===== src/rtl/ahbl_apb_bridge.sv =====
// AHB-Lite slave to APB master bridge: one outstanding transfer, single clock,
// two-cycle AHB error response on APB error, APB timeout or unsupported hsize.
module ahbl_apb_bridge #(
   parameter int W_ADDR  = 32,
   parameter int W_DATA  = 32,
   parameter int TIMEOUT = 255
) (
   input  logic              clk,
   input  logic              rst,
   input  logic              hready,
   output logic              hready_resp,
   output logic              hresp,
   input  logic [W_ADDR-1:0] haddr,
   input  logic              hwrite,
   input  logic [1:0]        htrans,
   input  logic [2:0]        hsize,
   input  logic [W_DATA-1:0] hwdata,
   output logic [W_DATA-1:0] hrdata,
   output logic [W_ADDR-1:0] paddr,
   output logic              psel,
   output logic              penable,
   output logic              pwrite,
   output logic [W_DATA-1:0] pwdata,
   output logic [3:0]        pstrb,
   input  logic [W_DATA-1:0] prdata,
   input  logic              pready,
   input  logic              pslverr
);

   localparam logic [2:0] S_IDLE   = 3'd0;
   localparam logic [2:0] S_WDATA  = 3'd1;
   localparam logic [2:0] S_SETUP  = 3'd2;
   localparam logic [2:0] S_ACCESS = 3'd3;
   localparam logic [2:0] S_ERR1   = 3'd4;
   localparam logic [2:0] S_ERR2   = 3'd5;

   localparam int W_CNT = (TIMEOUT > 0) ? $clog2(TIMEOUT + 1) : 1;
   localparam logic [W_CNT-1:0] CNT_MAX  = '1;
   localparam logic [W_CNT-1:0] CNT_LAST = W_CNT'((TIMEOUT > 0) ? TIMEOUT - 1 : 0);

   logic [2:0]        state_q, state_d;
   logic [W_ADDR-1:0] paddr_q, paddr_d;
   logic              pwrite_q, pwrite_d;
   logic [2:0]        hsize_q, hsize_d;
   logic [W_DATA-1:0] pwdata_q, pwdata_d;
   logic [W_DATA-1:0] hrdata_q, hrdata_d;
   logic [W_CNT-1:0]  cnt_q, cnt_d;
   logic              accept;
   logic              unused_htrans0;

   assign unused_htrans0 = htrans[0];
   assign accept = hready & htrans[1];

   always_comb begin
      state_d  = state_q;
      paddr_d  = paddr_q;
      pwrite_d = pwrite_q;
      hsize_d  = hsize_q;
      pwdata_d = pwdata_q;
      hrdata_d = hrdata_q;
      cnt_d    = cnt_q;
      case (state_q)
         S_IDLE, S_ERR2: begin
            if (accept) begin
               paddr_d  = haddr;
               pwrite_d = hwrite;
               hsize_d  = hsize;
               if (hsize > 3'd2)  state_d = S_ERR1;
               else if (hwrite)   state_d = S_WDATA;
               else               state_d = S_SETUP;
            end else begin
               state_d = S_IDLE;
            end
         end
         S_WDATA: begin
            pwdata_d = hwdata;
            state_d  = S_SETUP;
         end
         S_SETUP: begin
            cnt_d   = '0;
            state_d = S_ACCESS;
         end
         S_ACCESS: begin
            if (pready) begin
               if (!pwrite_q) hrdata_d = prdata;
               state_d = pslverr ? S_ERR1 : S_IDLE;
            end else begin
               if (cnt_q != CNT_MAX) cnt_d = cnt_q + W_CNT'(1);
               // abort at the end of the TIMEOUT-th waited ACCESS cycle
               if ((TIMEOUT > 0) && (cnt_q == CNT_LAST)) state_d = S_ERR1;
            end
         end
         S_ERR1:  state_d = S_ERR2;
         default: state_d = S_IDLE;
      endcase
   end

   always_ff @(posedge clk or posedge rst) begin
      if (rst) begin
         state_q  <= S_IDLE;
         paddr_q  <= '0;
         pwrite_q <= 1'b0;
         hsize_q  <= '0;
         pwdata_q <= '0;
         hrdata_q <= '0;
         cnt_q    <= '0;
      end else begin
         state_q  <= state_d;
         paddr_q  <= paddr_d;
         pwrite_q <= pwrite_d;
         hsize_q  <= hsize_d;
         pwdata_q <= pwdata_d;
         hrdata_q <= hrdata_d;
         cnt_q    <= cnt_d;
      end
   end

   // strobes derive from registered fields so they hold for the whole APB access
   always_comb begin
      pstrb = 4'b0000;
      if (pwrite_q) begin
         case (hsize_q)
            3'd0:    pstrb = 4'b0001 << paddr_q[1:0];
            3'd1:    pstrb = paddr_q[1] ? 4'b1100 : 4'b0011;
            3'd2:    pstrb = 4'b1111;
            default: pstrb = 4'b0000;
         endcase
      end
   end

   assign psel        = (state_q == S_SETUP) || (state_q == S_ACCESS);
   assign penable     = (state_q == S_ACCESS);
   assign hready_resp = (state_q == S_IDLE) || (state_q == S_ERR2);
   assign hresp       = (state_q == S_ERR1) || (state_q == S_ERR2);
   assign paddr       = paddr_q;
   assign pwrite      = pwrite_q;
   assign pwdata      = pwdata_q;
   assign hrdata      = hrdata_q;

endmodule

===== config.mk =====
export PLATFORM = sky130hd
export DESIGN_NAME = ahbl_apb_bridge
export DESIGN_NICKNAME = d
export VERILOG_FILES = /design/src/rtl/ahbl_apb_bridge.sv
export SDC_FILE = /design/constraint.sdc
export NUM_CORES = 1
export LEC_CHECK = 0
export ABC_AREA = 1
export CORE_AREA = 2 2 109 111
export CTS_BUF_LIST = sky130_fd_sc_hd__clkbuf_2 sky130_fd_sc_hd__clkbuf_4 sky130_fd_sc_hd__clkbuf_8
export CTS_CLUSTER_DIAMETER = 200
export DETAILED_ROUTE_END_ITERATION = 10
export DIE_AREA = 0 0 111 113
export PLACE_DENSITY = 0.89
export SYNTH_ARGS = -nofsm -noshare
export SYNTH_HDL_FRONTEND = slang
export SYNTH_SLANG_ARGS = --single-unit
export TNS_END_PERCENT = 5

===== constraint.sdc =====
create_clock -name clk -period 5.13 [get_ports clk]
set_input_delay 1.2825 -clock clk [delete_from_list [all_inputs] [get_ports clk]]
set_output_delay 1.2825 -clock clk [all_outputs]
set_load 0.005 [all_outputs]

==> qor.txt <==
max frequency -> 257 MHz
Hold WC Path Type -> reg2reg
CP max stage delay -> 1.33 ns
Net Sw Frac -> 0.335
Fin Setup TNS -> 0 ns
post-synth top area share -> 0.579
CORE AREA -> 0.0113 mm2
htree depth -> 3
synth top area cells -> dfrtp_1 58%, nand2_1 11%, mux2_2 7.5%
sequential cell area fraction in the yosys report -> 0.579
DR vias -> 4043
Critical Setup Path Class -> in2reg
Core Rows -> 39
CTS buffer count -> 9
setup violators final -> 0
Tcrit/Tclk final -> 0.760
unrepaired setup endpoints after global routing -> false
Layout Nets -> 802
element type at the critical path end -> flop
Final Max Slew Viols -> 0
Synth cell types -> 23
synthesis-stage register bit count -> 111
hold bufs inserted after CTS -> 0
gpl congestion -> 0.876
maximum vdd drop -> 0.000331 V
die area -> 0.0125 mm2
Storage cell area -> 0.00278 mm2
Synth Instances -> 488
DR vias/cell -> 4.81
Layout Utilization -> 0.636
layout cells sized above 1 -> 0.128
Post-CTS Resized -> 0
port bufs -> 210
residual DRC count -> 0
grt total ovfl -> 0
initial antenna violation count -> 0
routed len/inst -> 14.8 um
starting density of the core -> 0.425
Seq pwr share -> 0.398
Setup crit start kind -> input port
net count of the mapped netlist -> 597
Internal -> 0.00250 W
P_leak -> 3.37 nW
Slowest-stage cell, CP -> nand2_1
clock power share -> 0.135
largest net degree at the start of global routing -> 72
PD cells -> 525 mW/mm2
Synth area leader -> dfrtp_1
Die Wd -> 111 um
switching pwr -> 0.00126 W
Fin Clk Skew -> 0.0155 ns
drt total wl -> 12.4 mm
syn avg cell area -> 9.82 um2
yosys warns -> 0
Ports -> 212
number of global-route vias before repair -> 4226
Worst Max-Slew Pin Slew -> 1.30 ns
dpl hpwl -> 9.16 mm
DR iter-0 viols -> 187
root buffer cell -> clkbuf_8
post-CTS setup buffer count -> 0
Syn Std Cell Area -> 0.00479 mm2
gr usage total -> 0.198
CTS tree -> yes
worst-skew pair later-pin latency -> 0.38 ns
final-report hold violation count -> 0
Max-slew headroom -> 0.133
Logic pwr share -> 0.467
WP data required -> 5.44 ns
Largest delay share family, worst path -> simple AND/OR/NAND/NOR gates
Chip Height -> 113 um
TritonCTS Sinks -> 111
Max Buffers Root-to-Sink -> 2
most used cell, CP -> nand2_1
worst-path cell chain -> clkdlybuf4s50_1 > nand2_1 > clkinv_1 > nand2_1 > nand2_1 > nand2_1
Max-Cap Viols -> 0
area of the multi-input gates -> 0.00169 mm2
Area Overhead vs Synth -> 49.5%
DR pass1 iterations -> 4
outcome -> complete, no violations
first-pass GRT wire length -> 20.1 mm
clock-pin slew on the worst setup and hold paths -> 0.11 ns
antenna cells -> 0
minimum clock period -> 3.90 ns
Buf+Inv Stages, Crit Path -> 2
CP arrival -> 4.21 ns
crit path max fanout -> 40
fill count -> 883
post-route ant nets -> 0
-- final timing paths --
check,endpoint,slack [ns],depth (start not counted),from
max,paddr[27],1.23,6,hready
min,paddr[9],0.48,2,paddr[9]
max reg2reg,paddr[1],2.54,7,state_q[0]
min reg2reg,paddr[9],0.48,2,paddr[9]
max in group asynchronous,pwdata[30],2.84,3,rst
min in group asynchronous,hrdata[19],1.42,2,rst
-- stage by stage --
stage / cells / power [W] / area (um2) / hold WS (ns) / worst slack [ns]
floorplan: 488 / 0.00223 / 4790 / 0.465 / 0.917
global placement: 825 / 0.00320 / 6980 / 0.453 / 0.950
detailed placement: 825 / 0.00329 / 6980 / 0.458 / 0.880
CTS: 841 / 0.00380 / 7170 / 0.484 / 1.26
global route: 841 / 0.00401 / 7170 / 0.514 / 0.940
finish: 841 / 0.00376 / 7170 / 0.477 / 1.23
-- cells in the final DEF, fill, tap and decap left out, types with 2 or more instances in the layout --
cell type / Yosys / routed
mux2_2: 32 / 32
xnor2_1: 2 / 2
buf_4: 0 / 4
dfrtp_1: 111 / 111
clkbuf_8: 0 / 9
nand3_1: 51 / 50
o21ai_0: 4 / 4
clkdlybuf4s50_1: 0 / 210
o21ai_2: 33 / 33
nand2_1: 146 / 146
inv_1: 52 / 51
ha_1: 2 / 2
inv_6: 0 / 4
nor3_1: 2 / 2
nand4_1: 3 / 3
nor2_1: 15 / 15
a21oi_1: 8 / 8
-- worst register-to-register path, delay by kind of cell (launching register included) --
| family | cells | cell delay [ns] |
|---|---|---|
| buffers and inverters | 2 | 0.48 |
| AO/OA/AOI/OAI | 2 | 0.20 |
| flip-flops | 1 | 0.44 |
| AND/OR/NAND/NOR | 3 | 1.32 |
-- Yosys cell counts (all sizes together) --
master,n
nor3,2
nand2,146
clkbuf,10
ha,2
buf,10
nand4,3
a21boi,1
dfrtp,111
clkinv,1
xnor2,2
nand3,51
nand3b,1
or2,1
o21ai,38
mux2,32
inv,52
a21oi,8
nor2,16
xor2,1
-- final cells by class --
class / count / share of cell area
inverters: 53 / 0.0281
multi-input cells: 304 / 0.236
flip-flops and latches: 111 / 0.388
well taps: 143 / 0.0250
clock buffers: 9 / 0.0173
repair buffers: 214 / 0.297
clock inverters: 7 / 0.00873
-- state kept, by name, indices dropped and copies added (netlist names) --
signal / flops
hrdata: 32
paddr: 32
pwdata: 32
cnt_q: 8
hsize_q: 3
state_q: 3
pwrite: 1
-- logic make-up after synthesis --
| logic type | count (synthesis) | synth area share |
|---|---|---|
| buffers and inverters | 73 | 0.0689 |
| AOI/OAI and AO/OA | 47 | 0.0754 |
| muxes | 32 | 0.0752 |
| xor gates and xnor gates | 3 | 0.00548 |
| DFF | 111 | 0.579 |
| adders and majority gates | 2 | 0.00522 |
| and+or+nand+nor | 220 | 0.191 |
-- layer usage --
| metal | global-route usage | up-vias | routed length, um |
|---|---|---|---|
| met4 | 0.0908 | 0 | 281 |
| li1 | - | 1959 | - |
| met2 | 0.349 | 156 | 6330 |
| met3 | 0.0525 | 21 | 878 |
| met1 | 0.228 | 1907 | 4940 |
| met5 | 0 | - | 0 |
-- power by group through the flow --
stage | registers [W] | logic, W | clock network [W]
after floorplan | 0.00152 | 0.000708 | 0
after global placement | 0.00148 | 0.00172 | 0
after detailed placement | 0.00151 | 0.00177 | 0
after CTS | 0.00150 | 0.00178 | 0.000524
after global routing | 0.00154 | 0.00190 | 0.000559
final | 0.00150 | 0.00176 | 0.000508
No activity file was read; power rests on OpenSTA's default activity.
